--- src/rtl/r_file.sv ---
// r_file: 32 x 32-bit register file with MIPS R/I-format field decode.
// Source operands are read combinationally from the rs/rt fields of the
// current instruction word. Write-back comes in on a separate port.
module r_file (
    input  logic        clk,
    input  logic        reset,
    input  logic [31:0] instru,
    input  logic [4:0]  Rw,
    input  logic [31:0] Di,
    input  logic        WE,
    output logic [4:0]  Rt,
    output logic [4:0]  Rd,
    output logic [15:0] imm16,
    output logic [31:0] busA,
    output logic [31:0] busB
);

    localparam int unsigned DATA_W   = 32;
    localparam int unsigned IDX_W    = 5;
    localparam int unsigned IMM_W    = 16;
    localparam int unsigned NUM_REGS = 32;

    logic [DATA_W-1:0] regs [NUM_REGS];

    logic [IDX_W-1:0]  rs_idx_c;
    logic [IDX_W-1:0]  rt_idx_c;
    logic [IDX_W-1:0]  rd_idx_c;
    logic [IMM_W-1:0]  imm_c;
    logic              wr_en_c;

    // The opcode and funct fields are decoded elsewhere in the datapath.
    logic              unused_opcode;
    assign unused_opcode = ^instru[31:26];

    // Instruction field extraction.
    always_comb begin
        rs_idx_c = instru[25:21];
        rt_idx_c = instru[20:16];
        rd_idx_c = instru[15:11];
        imm_c    = instru[15:0];
    end

    // Writes to register 0 are dropped so it always reads back zero.
    always_comb begin
        wr_en_c = 1'b0;
        if (WE && (Rw != IDX_W'(0))) begin
            wr_en_c = 1'b1;
        end
    end

    // Register array: async clear, single write port on the rising edge.
    always_ff @(posedge clk or posedge reset) begin
        if (reset) begin
            for (int unsigned i = 0; i < NUM_REGS; i++) begin
                regs[i] <= '0;
            end
        end else if (wr_en_c) begin
            regs[Rw] <= Di;
        end
    end

    // Combinational reads, no write bypass; index 0 forced to zero.
    always_comb begin
        busA = '0;
        busB = '0;
        if (rs_idx_c != IDX_W'(0)) begin
            busA = regs[rs_idx_c];
        end
        if (rt_idx_c != IDX_W'(0)) begin
            busB = regs[rt_idx_c];
        end
    end

    // Decode outputs are plain slices of the instruction word.
    always_comb begin
        Rt    = rt_idx_c;
        Rd    = rd_idx_c;
        imm16 = imm_c;
    end

endmodule

--- config.mk ---
export PLATFORM = sky130hd
export DESIGN_NAME = r_file
export DESIGN_NICKNAME = d
export VERILOG_FILES = /design/src/rtl/r_file.sv
export SDC_FILE = /design/constraint.sdc
export NUM_CORES = 2
export LEC_CHECK = 0
export ABC_CLOCK_PERIOD_IN_PS = 43200
export CAP_MARGIN = 20
export CORE_MARGIN = 3
export CORE_UTILIZATION = 30
export DETAILED_ROUTE_END_ITERATION = 6
export SYNTH_ARGS = -nofsm -noshare
export SYNTH_HDL_FRONTEND = slang
export SYNTH_SLANG_ARGS = --single-unit
--- constraint.sdc ---
create_clock -name clk -period 43.2 [get_ports clk]
set_clock_uncertainty 0.1 [all_clocks]
set_input_delay 8.64 -clock clk [delete_from_list [all_inputs] [get_ports clk]]
set_output_delay 8.64 -clock clk [all_outputs]
set_load 0.05 [all_outputs]
==> reports/qor.txt <==
cell area power density: 45.50 nW/um2
synthesis warning total: 0
setup bufs post-CTS: 0
routed wl met2: 87750 um
# setup viols final: 0
Crit path arrival time: 14.18 ns
Worst slew margin: 0.2251
Overall Power: 0.002780 W
Clock power frac: 0.330
Hold/Removal Path Class: register to register
TritonCTS clock tree: done
FP Rows: 156
Area Overhead vs Synth: 11.22%
wl on met1: 70860 um
startpoint types: input port
combinational power share: 0.213
biggest regs: regs (1024)
Hold Crit Start: regs[1004]
GRT Residual Overflow: 0
placed cell areas: 57460 um2
Worst-Skew Late Latency: 0.70 ns
cts repair resizes: 0
CTS clock-pin slew for the worst setup and hold paths: 0.06 ns
Mapped Area: 54930 um2
Main synth FF type: dfrtp_1
hold path cells: 0
R2R Setup Slk: 42.28 ns
reg-to-reg endpoint: regs[40]
Sequential Area: 25620 um2
CTS Sinks: 1024
Routed Antenna Nets: 0
total of max-cap violations: 0
1st-iter DRT viols: 2648
Pleak: 25.45 nW
core area: 181300 um2
Max Buffers Root-to-Sink: 3
H-tree level count: 3
Layout fillers: 17333
gp weighted congestion: 0.7856
synthesis-stage register bit count: 1024
multi-input logic area: 27020 um2
fraction of registers with async set/reset: 1.000
CTS buffer count: 100
Worst Reg-to-Reg Cells: 1
Clock Root Buffer: clkbuf_16
Nets: 3577
antenna violations before repair: 14
die area: 188300 um2
Starting Density: 0.3029
period utilization: 0.5305
fin area: 61090 um2
Worst-Margin Slew: 1.154 ns
maximum vdd drop: 0.03076 mV
switching share of power: 0.2792
# hold bufs at CTS: 0
Largest Register: regs
fmax: 0.04364 GHz
Residual DRC: 0
DR top layer: met5
first-pass GRT wire length: 257600 um
CP Max Fanout: 48
reg2reg start: regs[40]
setup_tns: 0 ns
max-slew violation count: 0
via/cell ratio: 5.723
critical path class: input port to output port
Pint: 0.002004 W
mean post-synth cell area: 15.09 um2
status: completed
P_sw: 0.0007762 W
pin count of the biggest net entering global routing: 157
Seq/Total Area, Yosys: 0.4665
Worst Path Required: 34.46 ns
RSZ-0062 raised after global routing: no
fraction of layout cells with a size suffix above 1: 0.4957
sequential power share: 0.457
Worst Hold End: regs[1004]
First-pass DRT Iterations: 5
vias in the first global route: 35499
Yosys cell types: 40
EDFF count, synth: 0
Worst setup EP type: output port
Die Height: 433.9 um
IO Count: 162
Final Routed Wirelength: 176700 um
Net Count, Synth: 3712
met3 wire length: 8909 um
flip-flop count of the largest register after layout: 1024
WL per Instance: 29.61 um
via count: 34162
Synth Instances: 3640
die width: 433.9 um
Fin. Hold Viols: 0
Tot GR Track Use: 0.1866
input/output buffers: 118
Final Critical Period: 22.92 ns
dpl hpwl: 97920 um
logic make-up after synthesis:
kind of cell           after synthesis  share of synthesized area
AND/OR/NAND/NOR                    168                    0.01690
flip-flops                        1024                     0.4665
multiplexers                      1632                     0.4235
AO/OA/AOI/OAI                      365                    0.04783
buffers and inverters              451                    0.04528
how the worst max path moves through the flow:
stage | from | endpoint | slack (ns) | depth (start not counted)
floorplan | reset | regs[0] | 5.64 | 1
global placement | instru[22] | busA[27] | 20.12 | 9
detailed placement | instru[22] | busA[27] | 20.10 | 9
CTS | instru[22] | busA[27] | 20.11 | 9
global route | instru[22] | busA[27] | 19.92 | 9
finish | instru[22] | busA[27] | 20.28 | 9
routing by layer:
layer | vias up | track usage
met5 | - | 0
met4 | 4 | 0.09805
met3 | 389 | 0.02553
met2 | 1132 | 0.3168
met1 | 18780 | 0.2311
li1 | 13857 | -
area by class of cell:
class | count | area share
Multi-Input combinational cell | 2165 | 0.4422
Tap cell | 2370 | 0.04854
Inverter | 3 | 0.0003891
Sequential cell | 1024 | 0.4194
Clock buffer | 148 | 0.04837
Antenna cell | 10 | 0.0004096
Timing Repair Buffer | 211 | 0.03348
Clock inverter | 38 | 0.007168
Yosys cell counts, types with 45 or more instances:
| cell | number | share of area |
|---|---|---|
| nor2b_1 | 66 | 0.0075 |
| buf_2 | 144 | 0.013 |
| mux2i_1 | 128 | 0.023 |
| a211oi_1 | 64 | 0.0087 |
| clkbuf_1 | 175 | 0.012 |
| a221oi_1 | 45 | 0.0072 |
| mux4_2 | 448 | 0.18 |
| buf_4 | 95 | 0.013 |
| mux2_2 | 1012 | 0.21 |
| o21ai_1 | 88 | 0.0080 |
| a311oi_1 | 64 | 0.010 |
| dfrtp_1 | 1024 | 0.47 |
| a22oi_1 | 64 | 0.0087 |
| nand2_1 | 54 | 0.0037 |
per-stage QoR:
stage / hold WS, ns / instances / worst slack [ns] / util
after CTS: 0.2968 / 5949 / 20.11 / 0.3356
final: 0.2909 / 5969 / 20.28 / 0.3369
after detailed placement: 0.2821 / 5763 / 20.10 / 0.3169
after global routing: 0.3023 / 5966 / 19.92 / 0.3369
after global placement: 0.2764 / 5763 / 20.12 / 0.3169
after floorplan: 0.3413 / 3640 / 5.644 / -
critical path, stage by stage:
cell	delay (ns)
buf_8	0.38
buf_4	0.83
buf_4	0.93
buf_4	0.91
mux4_2	0.35
nor2b_1	0.13
a211oi_1	0.09
a311oi_1	0.80
clkdlybuf4s50_1	0.99
power by group through the flow:
stage,Sequential [W],Clock (W),Combinational (W)
6_report,0.00127,0.000918,0.000591
5_1_grt,0.00129,0.000969,0.000633
4_1_cts,0.00127,0.000936,0.000593
3_5_place_dp,0.00128,0,0.000591
3_3_place_gp,0.00127,0,0.000581
2_1_floorplan,0.00124,0,0.000480
cells in the final DEF (no fill, tap or decap), types with 8 or more instances in the layout:
master           synthesis  routed
dfrtp_1               1024    1024
mux2_2                1012    1012
mux4_2                 448     448
mux2i_1                128     128
clkdlybuf4s50_1          0     108
clkbuf_16                0     105
o21ai_1                 88      88
buf_4                   95      81
a22oi_1                 64      64
nor2b_1                 66      64
a211oi_1                64      64
a311oi_1                64      64
a221oi_1                45      45
mux2_1                  44      44
nand2_1                 54      39
clkbuf_8                 0      23
clkbuf_1               175      23
o21ai_0                 21      21
o2111ai_1               19      19
nor2_4                   1      18
clkinv_2                 0      17
diode_2                  0      10
nand2_2                  0       9
bufinv_16                0       8
Note: power is estimated with default switching activity, not from simulation.
